<file path="src/rtl/sal_addr_decoder.sv">
// Linear byte address -> {ba, ra, ca} bank request decoder; splits row-crossing bursts into two pieces.
// Optional SAL_BANK_XOR_EN: bk_ba = linear ba ^ ra[BA_W-1:0], applied after split math.
module sal_addr_decoder #(
    parameter int ADDR_W = 32,
    parameter int OFS_W  = 2,
    parameter int CA_W   = 10,
    parameter int BA_W   = 2,
    parameter int RA_W   = 13,
    parameter int ID_W   = 4,
    parameter int LEN_W  = 4
) (
    input  logic              clk,
    input  logic              rst_n,
    input  logic              req_valid,
    output logic              req_ready,
    input  logic              req_wr,
    input  logic [ADDR_W-1:0] req_addr,
    input  logic [ID_W-1:0]   req_id,
    input  logic [LEN_W-1:0]  req_len,
    output logic              bk_valid,
    input  logic              bk_ready,
    output logic              bk_wr,
    output logic [BA_W-1:0]   bk_ba,
    output logic [RA_W-1:0]   bk_ra,
    output logic [CA_W-1:0]   bk_ca,
    output logic [ID_W-1:0]   bk_id,
    output logic [LEN_W-1:0]  bk_len
);
    localparam int RB_W = RA_W + BA_W;
    localparam logic [CA_W:0]   ROW_SZ  = {1'b1, {CA_W{1'b0}}};
    localparam logic [CA_W:0]   CA_ONE  = 1;
    localparam logic [LEN_W-1:0] LEN_ONE = 1;
    localparam logic [RB_W-1:0] RB_ONE  = 1;

    typedef enum logic [1:0] {S_IDLE, S_ISSUE, S_SPLIT} state_t;
    state_t r_state, w_next;

    logic              r_wr, r_split;
    logic [ID_W-1:0]   r_id;
    logic [RB_W-1:0]   r_rb, r_rb2;
    logic [CA_W-1:0]   r_ca;
    logic [LEN_W-1:0]  r_len, r_len2;

    // {ra,ba} is treated as one field so piece 2 carries into the row and wraps at the top.
    logic [CA_W-1:0]  w_ca, w_ca_inv;
    logic [RB_W-1:0]  w_rb, w_rb2;
    logic [CA_W:0]    w_end;
    logic             w_cross, w_accept, w_bk_hs;
    logic [LEN_W-1:0] w_len1, w_len2;
    logic [BA_W-1:0]  w_ba_lin;
    logic             w_unused;

    assign w_ca     = req_addr[OFS_W +: CA_W];
    assign w_rb     = req_addr[OFS_W+CA_W +: RB_W];
    assign w_end    = {1'b0, w_ca} + {{(CA_W+1-LEN_W){1'b0}}, req_len} + CA_ONE;
    assign w_cross  = (w_end > ROW_SZ);
    assign w_ca_inv = ~w_ca;
    assign w_len1   = w_ca_inv[LEN_W-1:0];
    assign w_len2   = req_len - w_len1 - LEN_ONE;
    assign w_rb2    = w_rb + RB_ONE;
    assign w_accept = req_valid & req_ready;
    assign w_bk_hs  = bk_valid & bk_ready;
    assign w_unused = ^{req_addr[ADDR_W-1:OFS_W+CA_W+RB_W], req_addr[OFS_W-1:0]};

    always_ff @(posedge clk or negedge rst_n) begin
        if (!rst_n) r_state <= S_IDLE;
        else        r_state <= w_next;
    end

    always_comb begin
        w_next = r_state;
        case (r_state)
            S_IDLE:  if (w_accept) w_next = S_ISSUE;
            S_ISSUE: if (bk_ready) w_next = r_split ? S_SPLIT : S_IDLE;
            S_SPLIT: if (bk_ready) w_next = S_IDLE;
            default: w_next = S_IDLE;
        endcase
    end

    always_comb begin
        req_ready = (r_state == S_IDLE) && rst_n;
        bk_valid  = (r_state == S_ISSUE) || (r_state == S_SPLIT);
    end

    always_ff @(posedge clk or negedge rst_n) begin
        if (!rst_n) begin
            r_wr    <= 1'b0;
            r_split <= 1'b0;
            r_id    <= '0;
            r_rb    <= '0;
            r_rb2   <= '0;
            r_ca    <= '0;
            r_len   <= '0;
            r_len2  <= '0;
        end else if (w_accept) begin
            r_wr    <= req_wr;
            r_id    <= req_id;
            r_rb    <= w_rb;
            r_ca    <= w_ca;
            r_split <= w_cross;
            r_len   <= w_cross ? w_len1 : req_len;
            r_len2  <= w_len2;
            r_rb2   <= w_rb2;
        end else if (r_state == S_ISSUE && w_bk_hs && r_split) begin
            r_rb    <= r_rb2;
            r_ca    <= '0;
            r_len   <= r_len2;
            r_split <= 1'b0;
        end
    end

    assign w_ba_lin = r_rb[BA_W-1:0];
    assign bk_wr    = r_wr;
    assign bk_id    = r_id;
    assign bk_ra    = r_rb[BA_W +: RA_W];
    assign bk_ca    = r_ca;
    assign bk_len   = r_len;
`ifdef SAL_BANK_XOR_EN
    assign bk_ba    = w_ba_lin ^ bk_ra[BA_W-1:0];
`else
    assign bk_ba    = w_ba_lin;
`endif
endmodule

</file>
<file path="config.mk">
export PLATFORM = sky130hd
export DESIGN_NAME = sal_addr_decoder
export DESIGN_NICKNAME = d
export VERILOG_FILES = /design/src/rtl/sal_addr_decoder.sv
export SDC_FILE = /design/constraint.sdc
export NUM_CORES = 1
export LEC_CHECK = 0
export BUFFER_PORTS_ARGS = -buffer_cell sky130_fd_sc_hd__buf_2
export CAP_MARGIN = 20
export CORE_MARGIN = 2
export CORE_UTILIZATION = 50
export DETAILED_ROUTE_END_ITERATION = 6
export GPL_TIMING_DRIVEN = 0
export PLACE_DENSITY_LB_ADDON = 0.15
export SETUP_SLACK_MARGIN = 0.02
export SYNTH_ARGS = -nofsm -noshare
export SYNTH_HDL_FRONTEND = slang
export SYNTH_SLANG_ARGS = --single-unit
</file>
<file path="constraint.sdc">
create_clock -name clk -period 2.72 [get_ports clk]
set_clock_uncertainty 0.15 [all_clocks]
set_input_delay 0.136 -clock clk [delete_from_list [all_inputs] [get_ports clk]]
set_output_delay 0.136 -clock clk [all_outputs]
set_load 0.05 [all_outputs]
</file>
After elaboration in Yosys (flattened, before gate mapping)
Cells that the tools add are included.

word-level totals
  bits in registers = 56
  output and inout port bits = 36

operators by class
  $add $sub $neg = 5
  magnitude comparators = 1
  equality and inequality tests = 5
  mux-type cells = 14
  bitwise gates (word level) = 3
  reductions and logical operators = 7

operators with widths
  operator                                           count
  two-way mux 15 bit                                 2
  two-way mux 10 bit                                 2
  adder 15 x 1 -> 15 bit (second input constant)     1
  two-way mux 4 bit                                  3
  adder 10 x 4 -> 11 bit                             1
  adder 11 x 1 -> 11 bit (second input constant)     1
  > comparator 11 bit (second input constant)        1
  two-way mux 2 bit                                  4
  != test 2 bit (second input constant)              3
  case mux 2 bit (3 select lines)                    1
  inverter 4 bit                                     1
  subtractor 4 x 1 -> 4 bit (second input constant)  1
  subtractor 4 bit                                   1
  logical AND 1 bit                                  3
  AND reduction 3 bit                                1
  AND 1 bit                                          2
  == test 2 x 1 -> 1 bit (second input constant)     1
  == test 2 bit (second input constant)              1
  logical NOT 2 bit                                  1
  two-way mux 1 bit                                  2
  nonzero test 2 bit                                 1
  logical OR 1 bit                                   1

Longest topological paths before layout
Gate-level depths: netlist of the first run.

  word-level depth = 7
  gate-level depth with buffers = 9
  depth with buffers taken out = 9

Worst setup path before layout of the first run
No wires, ideal clock.

  kind = input port to flip-flop
  from = in req_addr[2]
  to = reg r_len[2], in the netlist bk_len[2]
  setup time = 0.082 ns
  arrival time = 1.839 ns
  path slack = 0.649 ns
  cell stages on the path = 9
  buffers on the path = 0
  cell sequence = inv_1 ha_1 inv_1 fa_1 a21o_1 a21oi_1 or4b_4 or3_1 a31oi_1

on the way
  cells in the longest elaborated chain, start to end = 5

RTL lines
  element                 line  source
  start, declared         17    input logic [ADDR_W-1:0] req_addr,
  adder 10 x 4 -> 11 bit  55    assign w_end = {1'b0, w_ca} + {{(CA_W+1-LEN_W){1'b0}}, req_len} + CA_ONE;
  adder 11 x 1 -> 11 bit  55
  > comparator 11 bit     56    assign w_cross = (w_end > ROW_SZ);
  two-way mux 4 bit       101   r_len <= w_cross ? w_len1 : req_len;
  two-way mux 4 bit       95    end else if (w_accept) begin
  end signal, assigned    101
  end signal, assigned    107   r_len <= r_len2;
  end, declared           42    logic [LEN_W-1:0] r_len, r_len2;

No other way between the ends.
A chain may end at the register's enable or synchronous reset.

Final worst setup path of the first run
  from = in req_len[0]
  to = reg r_len[2], in the netlist bk_len[2]

on the way
  cells in the longest elaborated chain, start to end = 5

RTL lines
  element                 line  source
  start, declared         19    input logic [LEN_W-1:0] req_len,
  adder 10 x 4 -> 11 bit  55
  adder 11 x 1 -> 11 bit  55
  > comparator 11 bit     56
  two-way mux 4 bit       101
  two-way mux 4 bit       95

No other way between the ends.

==> impl_metrics.env, run 1 <==
export IMPL_io_buffers=73
export IMPL_cts_root_buf="clkbuf_8"
export IMPL_syn_num_nets=363
export IMPL_p_comb_share_pct=49.2
export IMPL_leakage_nw=1.805
export IMPL_wirelength_mm=7.147
export IMPL_crit_path_max_incr_delay_ns=0.59
export IMPL_setup_viol=0
export IMPL_yosysWarnings=0
export IMPL_grt_usage_pct=24.53
export IMPL_rr_worst_depth=7
export IMPL_coreArea_sq_um=5439
export IMPL_pre_cts_slack_ns=0.3646
export IMPL_seqPwrFrac_pct=38.0
export IMPL_ios=81
export IMPL_yosysSeqAreaShare_pct=50.20
export IMPL_fin_crit_ns=2.531
export IMPL_synthTopCellsByArea="dfrtp_1, nand2_1, o21ai_0, ha_1, a31oi_1"
export IMPL_min_period_over_period_pct=93.06
export IMPL_worstHoldPathCells=3
export IMPL_crit_family="simple AND/OR/NAND/NOR gates"
export IMPL_netlist_area_sq_um=2791
export IMPL_clk_pin_slew_ns=0.10
export IMPL_finalHoldViolCount=0
export IMPL_p_switching_w=0.001793
export IMPL_power_density_nw_per_um2=996.6
export IMPL_start_util_pct=51.32
export IMPL_die_x_um=78.72
export IMPL_first_iter_violations=99
export IMPL_slew_headroom_pct=47.01
export IMPL_total_power_w=0.003641
export IMPL_cp_slowest_cell="or4b_4"
export IMPL_antenna_cells=0
export IMPL_die_area_sq_um=6197
export IMPL_antenna_found_initial=0
export IMPL_critPathLaunchType="input port"
export IMPL_grt_pass1_wl_mm=11.98
export IMPL_ys_async_sr_fraction_pct=100.0
export IMPL_critPathRequiredTime_ns=2.81
export IMPL_max_freq_ghz=0.3951
export IMPL_fin_tns_setup_ns=0
export IMPL_nNetsFinal=474
export IMPL_cp_end_kind="register"
export IMPL_r2r_slack_ns=0.52
export IMPL_holdWs_ns=0.002024
export IMPL_worstPathCellList="dlygate4sd3_1, buf_2, inv_1, ha_1, inv_1, fa_1, a21o_1, a21oi_1, or4b_4, or3_1, a31oi_1"
export IMPL_cts_max_level=2
export IMPL_crit_buf_inv=4
export IMPL_hold_end="r_rb[12]"
export IMPL_fin_ws_ns=0.1887
export IMPL_sw_frac_of_total_pct=49.23
export IMPL_drcViolationCount=0
export IMPL_drv_cap=0
export IMPL_drive_gt1_share_pct=20.05
export IMPL_hold_path_class="in2reg"
export IMPL_routabilityCongestion=0.9217
export IMPL_hpwl_mm=4.877
export IMPL_numCtsBuffers=5
export IMPL_synth_edff_count=0
export IMPL_grt_max_degree=41
export IMPL_internal_power_w=0.001848
export IMPL_rsz0062_at_grt="no"
export IMPL_insertion_delay_ns=0.32
export IMPL_fin_util_pct=67.17
export IMPL_arrival_ns=2.62
export IMPL_placementRows=27
export IMPL_clock_power_share_pct=12.8
export IMPL_timing_rr_end="r_rb[12]"
export IMPL_fill_cells=469
export IMPL_grt_pass1_vias=2688
export IMPL_seqCellArea_sq_um=1401
export IMPL_crit_path_max_fanout=6
export IMPL_synth_main_ff_cell="dfrtp_1"
export IMPL_wire_per_inst_um=14.56
export IMPL_ys_types=33
export IMPL_clock_sinks=56
export IMPL_yosysTopAreaCell="dfrtp_1"
export IMPL_cts_tree="built"
export IMPL_regToRegStartpoint="r_state[1]"
export IMPL_routed_via_density=5.261
export IMPL_synth_top_cell_area_share_pct=50.20
export IMPL_synth_seq_cells=56
export IMPL_drv_slew=0
export IMPL_ir_drop_mv=0.6628
export IMPL_syn_to_final_growth_pct=30.88
export IMPL_drt_pass1_iter_count=4
export IMPL_die_h_um=78.72
export IMPL_worst_pin_slew_ns=0.7838
export IMPL_synth_cells=307
export IMPL_critical_path_most_common_cell="inv_1"
export IMPL_status="completed"
export IMPL_min_from="req_addr[24]"
export IMPL_antenna_left=0
export IMPL_vias=2583
export IMPL_path_class="in2reg"
export IMPL_post_synth_cell_area_avg_sq_um=9.093
export IMPL_grt_overflow_total=0
export IMPL_multiInputGateArea_sq_um=1296
export IMPL_clk_path_buf_depth=2
export IMPL_ctsResizeCount=0
-- worst min-delay path: stages --
cell	delay [ns]
buf_2	0.13
nor2_1	0.11
a31oi_1	0.05
-- power groups by stage --
| stage | Sequential (W) | Combinational (W) | Clock (W) |
|---|---|---|---|
| 3_3_place_gp | 0.00139 | 0.00173 | 0 |
| 5_1_grt | 0.00143 | 0.00193 | 0.000501 |
| 3_5_place_dp | 0.00140 | 0.00176 | 0 |
| 4_1_cts | 0.00139 | 0.00180 | 0.000477 |
| 2_1_floorplan | 0.00220 | 0.000508 | 0 |
| 6_report | 0.00138 | 0.00179 | 0.000466 |
-- cell families (layout without fill, tap and decap cells) --
logic type               Yosys count  in the layout  synth area share, %
XOR/XNOR                          16             16                5.020
adder cells (fa/ha/maj)           11             11                5.469
flip-flops                        56             56                50.20
multiplexers                       3              3                1.076
AO/OA/AOI/OAI                     68             68                15.37
AND/OR/NAND/NOR                  128            128                19.50
buffers and inverters             25            137                3.362
-- Yosys cell counts, types with 3 or more instances --
cell      number
xor2_1         8
o21ai_0       24
clkbuf_1      11
and3_1         4
nor2_1        23
xnor2_1        8
mux2i_1        3
dfrtp_1       56
a31oi_1       17
nand2_1       80
a21o_1         3
nand4_1        3
ha_1           9
a22o_1         9
a21oi_1        6
inv_1         10
nand3_1        8
nor3_1         3
buf_1          4
-- worst max path at each step --
stage                      startpoint  cells past startpoint  slack, ns        end
after floorplan           req_addr[2]                      9       0.65  bk_len[2]
after global placement          rst_n                      6       0.08   r_rb2[8]
after detailed placement  req_addr[2]                     10       0.36  bk_len[2]
after CTS                  req_len[0]                     11       0.19  bk_len[2]
after global routing       req_len[0]                     11       0.03  bk_len[2]
final                      req_len[0]                     11       0.19  bk_len[2]
-- flip-flops by register name (all words and copies together), names as in the netlist --
signal,cells
r_rb,15
bk_len,4
r_state,2
r_len2,4
bk_ca,10
r_rb2,15
r_split,1
bk_id,4
bk_wr,1
-- placed cells by master, fill, tap and decap left out, types with 5 or more instances in the layout --
cell	count
nand2_1	80
buf_2	73
dfrtp_1	56
dlygate4sd3_1	30
o21ai_0	24
nor2_1	23
a31oi_1	17
clkbuf_1	12
inv_1	10
a22o_1	9
ha_1	9
nand3_1	8
xnor2_1	8
xor2_1	8
a21oi_1	6
clkbuf_8	5
-- layout make-up --
type,instances,area share (%)
Buffer,15,1.541
Clock buffer,6,1.986
Clock inverter,2,0.3767
Inverter,10,1.027
Multi-Input combinational cell,226,35.48
Sequential cell,56,38.36
Tap cell,72,2.466
Timing Repair Buffer,104,18.77
-- metrics by stage --
step,std cells,area (sq um)
6_report,491,3654
5_1_grt,491,3654
4_1_cts,491,3654
3_5_place_dp,453,3267
3_3_place_gp,452,3247
2_1_floorplan,307,2791
-- layer usage --
layer | part of all wire [%] | track usage [%] | vias up
met5 | 0 | 0 | -
met4 | 1.2 | 7.193 | 0
met3 | 4.0 | 4.545 | 9
met2 | 51 | 44.96 | 71
met1 | 44 | 29.27 | 1238
li1 | - | - | 1265
-- repair_timing --
item,4_1_cts,5_1_grt
endpoints found under the hold margin,51,0
setup buffers,0,0
hold buffers,30,0
Power figures use the tool's default switching activity.
==> run 2: changes to the inputs <==
--- a/config.mk
+++ b/config.mk
@@ -12,6 +12,7 @@
 export DETAILED_ROUTE_END_ITERATION = 6
 export GPL_TIMING_DRIVEN = 0
 export PLACE_DENSITY_LB_ADDON = 0.15
+export RECOVER_POWER = 100
 export SETUP_SLACK_MARGIN = 0.02
 export SYNTH_ARGS = -nofsm -noshare
 export SYNTH_HDL_FRONTEND = slang
==> impl_metrics.env, run 2 (synthesized netlist as in run 1, its figures left out) <==
export IMPL_worst_pin_slew_ns=0.7548
export IMPL_hpwl_mm=4.877
export IMPL_post_cts_buffers=0
export IMPL_routed_via_density=5.277
export IMPL_io_buffers=73
export IMPL_antenna_cells=0
export IMPL_grt_usage_pct=24.53
export IMPL_insertion_delay_ns=0.32
export IMPL_placementRows=27
export IMPL_clk_path_buf_depth=2
export IMPL_grt_overflow_total=0
export IMPL_final_area_sq_um=3608
export IMPL_fin_tns_setup_ns=0
export IMPL_status="completed"
export IMPL_grt_max_degree=41
export IMPL_max_freq_ghz=0.3918
export IMPL_grt_pass1_vias=2688
export IMPL_cts_root_buf="clkbuf_8"
export IMPL_vias=2591
export IMPL_drv_cap=0
export IMPL_r2r_slack_ns=0.52
export IMPL_final_common_cell="nand2_1"
export IMPL_antenna_found_initial=0
export IMPL_antenna_left=0
export IMPL_clock_power_share_pct=12.9
export IMPL_wire_per_inst_um=14.48
export IMPL_hold_path_class="in2reg"
export IMPL_worstHoldPathCells=3
export IMPL_arrival_ns=2.64
export IMPL_numCtsBuffers=5
export IMPL_setup_viol=0
export IMPL_drcViolationCount=0
export IMPL_die_area_sq_um=6197
export IMPL_grt_pass1_wl_mm=11.98
export IMPL_rsz0062_at_grt="no"
export IMPL_path_class="in2reg"
export IMPL_ctsResizeCount=0
export IMPL_ios=81
export IMPL_clk_pin_slew_ns=0.10
export IMPL_nNetsFinal=474
export IMPL_seqPwrFrac_pct=38.9
export IMPL_rr_worst_depth=7
export IMPL_fill_cells=486
export IMPL_drv_slew=0
export IMPL_slew_headroom_pct=48.97
export IMPL_syn_to_final_growth_pct=29.27
export IMPL_clock_sinks=56
export IMPL_p_comb_share_pct=48.2
export IMPL_power_density_nw_per_um2=990.2
export IMPL_internal_power_w=0.001778
export IMPL_finalHoldViolCount=0
export IMPL_min_period_over_period_pct=93.83
export IMPL_coreArea_sq_um=5439
export IMPL_sw_frac_of_total_pct=50.23
export IMPL_routabilityCongestion=0.9217
export IMPL_leakage_nw=1.704
export IMPL_crit_path_max_fanout=6
export IMPL_die_x_um=78.72
export IMPL_holdWs_ns=0.003530
export IMPL_die_h_um=78.72
export IMPL_ir_drop_mv=0.6722
export IMPL_p_switching_w=0.001795
export IMPL_total_power_w=0.003573
export IMPL_critPathRequiredTime_ns=2.81
export IMPL_drive_gt1_share_pct=11.46
export IMPL_drt_pass1_iter_count=4
export IMPL_fin_crit_ns=2.552
export IMPL_wirelength_mm=7.111
export IMPL_start_util_pct=51.32
export IMPL_place_area_sq_um=3267
export IMPL_cts_tree="built"
export IMPL_cts_hold_buffers=30
export IMPL_mostFrequentLayoutCells="nand2_1, dfrtp_1, clkbuf_1"
export IMPL_critPathLaunchType="input port"
export IMPL_first_iter_violations=131
export IMPL_cts_max_level=2
export IMPL_cp_end_kind="register"
run 2: final timing paths:
kind	startpoint	endpoint
min in group asynchronous	rst_n	r_rb[5]
max in group asynchronous	rst_n	r_rb2[14]
worst max register to register	r_state[1]	r_rb[12]
worst min-delay path	req_addr[24]	r_rb[12]
worst min register to register	bk_id[0]	bk_id[0]
worst max-delay path	req_len[0]	bk_len[2]
run 2: layer usage:
metal	vias up	routed length, um	track usage (%)
li1	1266	-	-
met1	1217	3064	29.27
met2	88	3560	44.96
met3	20	347	4.545
met4	0	140	7.193
met5	-	0	0
run 2: power by group through the flow:
stage	Clock, W	Sequential (W)	Combinational, W
5_1_grt	0.000501	0.00144	0.00186
3_5_place_dp	0	0.00140	0.00176
4_1_cts	0.000477	0.00139	0.00180
2_1_floorplan	0	0.00220	0.000508
3_3_place_gp	0	0.00139	0.00173
6_report	0.000462	0.00139	0.00172
run 2: worst max-delay path, cell delays in order:
cell and delay (ns):
dlygate4sd3_1 0.52, buf_2 0.12, inv_1 0.04, ha_1 0.19, inv_1 0.07, fa_1 0.20, a21o_1 0.14, a21oi_1 0.09
or4b_4 0.59, or3_1 0.37, a31oi_1 0.18
run 2: metrics by stage:
stage	std cells	worst slack, ns	utilization, %
4_1_cts	491	0.1889	67.17
3_5_place_dp	453	0.3646	60.06
6_report	491	0.1677	66.34
3_3_place_gp	452	0.07836	59.70
2_1_floorplan	307	0.6487	-
5_1_grt	491	0.03010	66.34
run 2: cell type report:
| class | count | area [sq um] | share of cell area, % |
|---|---|---|---|
| clock buffer | 6 | 72.57 | 2.011 |
| clock inverter | 2 | 13.76 | 0.3814 |
| tap | 72 | 90.09 | 2.497 |
| multi-input combinational | 226 | 1296 | 35.92 |
| timing repair buffer | 104 | 640.6 | 17.75 |
| inverter | 10 | 37.54 | 1.040 |
| buffer | 15 | 56.30 | 1.560 |
| sequential | 56 | 1401 | 38.83 |
==> run 3: changes to the inputs <==
--- a/config.mk
+++ b/config.mk
@@ -7,12 +7,12 @@
 export LEC_CHECK = 0
 export BUFFER_PORTS_ARGS = -buffer_cell sky130_fd_sc_hd__buf_2
 export CAP_MARGIN = 20
-export CORE_MARGIN = 2
 export CORE_UTILIZATION = 50
 export DETAILED_ROUTE_END_ITERATION = 6
 export GPL_TIMING_DRIVEN = 0
 export PLACE_DENSITY_LB_ADDON = 0.15
 export RECOVER_POWER = 100
+export REMOVE_ABC_BUFFERS = 1
 export SETUP_SLACK_MARGIN = 0.02
 export SYNTH_ARGS = -nofsm -noshare
 export SYNTH_HDL_FRONTEND = slang
==> constraint.sdc (replaced) <==
create_clock -name clk -period 2.72 [get_ports clk]
set_clock_uncertainty 0.15 [all_clocks]
set_input_delay 0.68 -clock clk [delete_from_list [all_inputs] [get_ports clk]]
set_output_delay 0.68 -clock clk [all_outputs]
set_load 0.05 [all_outputs]
==> impl_metrics.env, run 3 (synthesized netlist as in run 1, its figures left out) <==
export IMPL_ios=81
export IMPL_fin_util_pct=62.40
export IMPL_hold_path_class="in2async"
export IMPL_nNetsFinal=430
export IMPL_drive_gt1_share_pct=14.13
export IMPL_grt_max_degree=55
export IMPL_crit_path_max_fanout=6
export IMPL_first_iter_violations=131
export IMPL_clk_path_buf_depth=2
export IMPL_placementRows=26
export IMPL_drv_cap=0
export IMPL_grt_usage_pct=21.29
export IMPL_numCtsBuffers=5
export IMPL_critPathLaunchType="input port"
export IMPL_rr_worst_depth=5
export IMPL_critPathRequiredTime_ns=2.81
export IMPL_pre_cts_slack_ns=-0.5445
export IMPL_antenna_left=0
export IMPL_timing_rr_end="r_split"
export IMPL_holdWs_ns=0.1036
export IMPL_worstPathCellList="buf_2, inv_1, ha_1, inv_1, fa_1, a21o_1, a21oi_1, or4b_4, or3_1, a31oi_1"
export IMPL_die_area_sq_um=5886
export IMPL_routabilityCongestion=0.8367
export IMPL_arrival_ns=2.64
export IMPL_grt_overflow_total=0
export IMPL_seqCellArea_sq_um=1401
export IMPL_slew_headroom_pct=40.80
export IMPL_cp_slowest_cell="or4b_4"
export IMPL_cts_tree="built"
export IMPL_drcViolationCount=0
export IMPL_power_density_nw_per_um2=1068
export IMPL_crit_cells=10
export IMPL_multiInputGateArea_sq_um=1303
export IMPL_fill_cells=508
export IMPL_worst_pin_slew_ns=0.8855
export IMPL_leakage_nw=1.573
export IMPL_cts_root_buf="clkbuf_8"
export IMPL_path_class="in2reg"
export IMPL_status="completed"
export IMPL_io_buffers=73
export IMPL_finalHoldViolCount=0
export IMPL_die_h_um=76.72
export IMPL_mostFrequentLayoutCells="nand2_1, dfrtp_1, buf_2"
export IMPL_regToRegStartpoint="r_state[1]"
export IMPL_drv_slew=0
export IMPL_antenna_found_initial=0
export IMPL_final_common_cell="nand2_1"
export IMPL_grt_pass1_vias=2162
export IMPL_fin_crit_ns=2.549
export IMPL_die_x_um=76.72
export IMPL_wirelength_mm=5.791
export IMPL_syn_to_final_growth_pct=17.08
export IMPL_antenna_cells=0
export IMPL_rsz0062_at_grt="no"
export IMPL_crit_path_max_incr_delay_ns=0.59
export IMPL_r2r_slack_ns=0.44
export IMPL_coreArea_sq_um=5238
export IMPL_hpwl_mm=4.126
export IMPL_ir_drop_mv=0.7381
export IMPL_start_util_pct=53.30
export IMPL_clk_pin_slew_ns=0.10
export IMPL_crit_buf_inv=3
export IMPL_critical_path_most_common_cell="inv_1"
export IMPL_setup_viol=0
export IMPL_fin_ws_ns=0.1711
export IMPL_crit_family="simple AND/OR/NAND/NOR gates"
export IMPL_min_period_over_period_pct=93.71
export IMPL_clock_sinks=56
export IMPL_fin_tns_setup_ns=0
export IMPL_grt_pass1_wl_mm=9.998
export IMPL_wire_per_inst_um=13.01
export IMPL_insertion_delay_ns=0.30
export IMPL_routed_via_density=5.193
export IMPL_cts_hold_buffers=0
export IMPL_drt_pass1_iter_count=4
export IMPL_max_freq_ghz=0.3923
export IMPL_cts_max_level=2
export IMPL_vias=2311
export IMPL_cp_end_kind="register"
[run 3: changes by cell type in the layout (fill, tap and decap cells not counted), sizes merged]
cell / previous run / this run
clkbuf: 56 / 42
dlygate4sd3: 30 / 0
clkinv: 1 / 3
inv: 11 / 10
buf: 39 / 38
[run 3: stage by stage]
stage	cells	area, sq um	power, W
6_report	445	3268	0.003489
5_1_grt	445	3268	0.003720
4_1_cts	445	3324	0.003593
3_5_place_dp	437	3233	0.003142
3_3_place_gp	435	3188	0.003092
2_1_floorplan	292	2735	0.002701
[run 3: layer usage]
layer / vias to the layer above / share of wire [%] / GRT usage (%)
li1: 1184 / - / -
met1: 1067 / 48 / 27.58
met2: 58 / 48 / 36.79
met3: 2 / 4.4 / 3.810
met4: 0 / 0.26 / 5.192
met5: - / 0 / 0
[run 3: timing repair]
| item | in CTS | in global routing |
|---|---|---|
| endpoints found under the setup margin | 12 | 0 |
| resized for setup | 2 | 0 |
| endpoints found under the hold margin | 0 | 0 |
| buffers inserted | 0 | 0 |
[run 3: how the worst max path moves through the flow]
stage | start | end | slack (ns)
detailed placement | rst_n | r_split | -0.54
global placement | rst_n | r_state[1] | -2.21
floorplan | req_valid | r_state[1] | -0.09
global route | req_addr[2] | bk_len[3] | 0.02
CTS | req_addr[2] | bk_len[3] | 0.18
finish | req_addr[2] | bk_len[3] | 0.17
[run 3: final cells by class]
type | instances | share of cell area [%]
clock buffers | 5 | 2.106
well taps | 70 | 2.680
flip-flops and latches | 56 | 42.88
repair buffers | 75 | 10.76
multi-input cells | 226 | 39.85
clock inverters | 3 | 0.5743
inverters | 10 | 1.149
[run 3: worst reg2reg max path, delay by kind of cell (launching register included)]
family / cells / cell delay [ns]
fa+ha+maj: 1 / 0.21
flops: 1 / 0.41
buf+inv: 1 / 0.11
compound gates: 1 / 0.29
simple gates: 2 / 1.01
[run 3: report_power, final]
part           internal (W)  switching, W  leakage, nW  total [W]
clock              0.000180      0.000266       0.0479   0.000446
sequential          0.00120      0.000188        0.672    0.00138
combinational      0.000363       0.00130        0.852    0.00166
total               0.00174       0.00175         1.57    0.00349
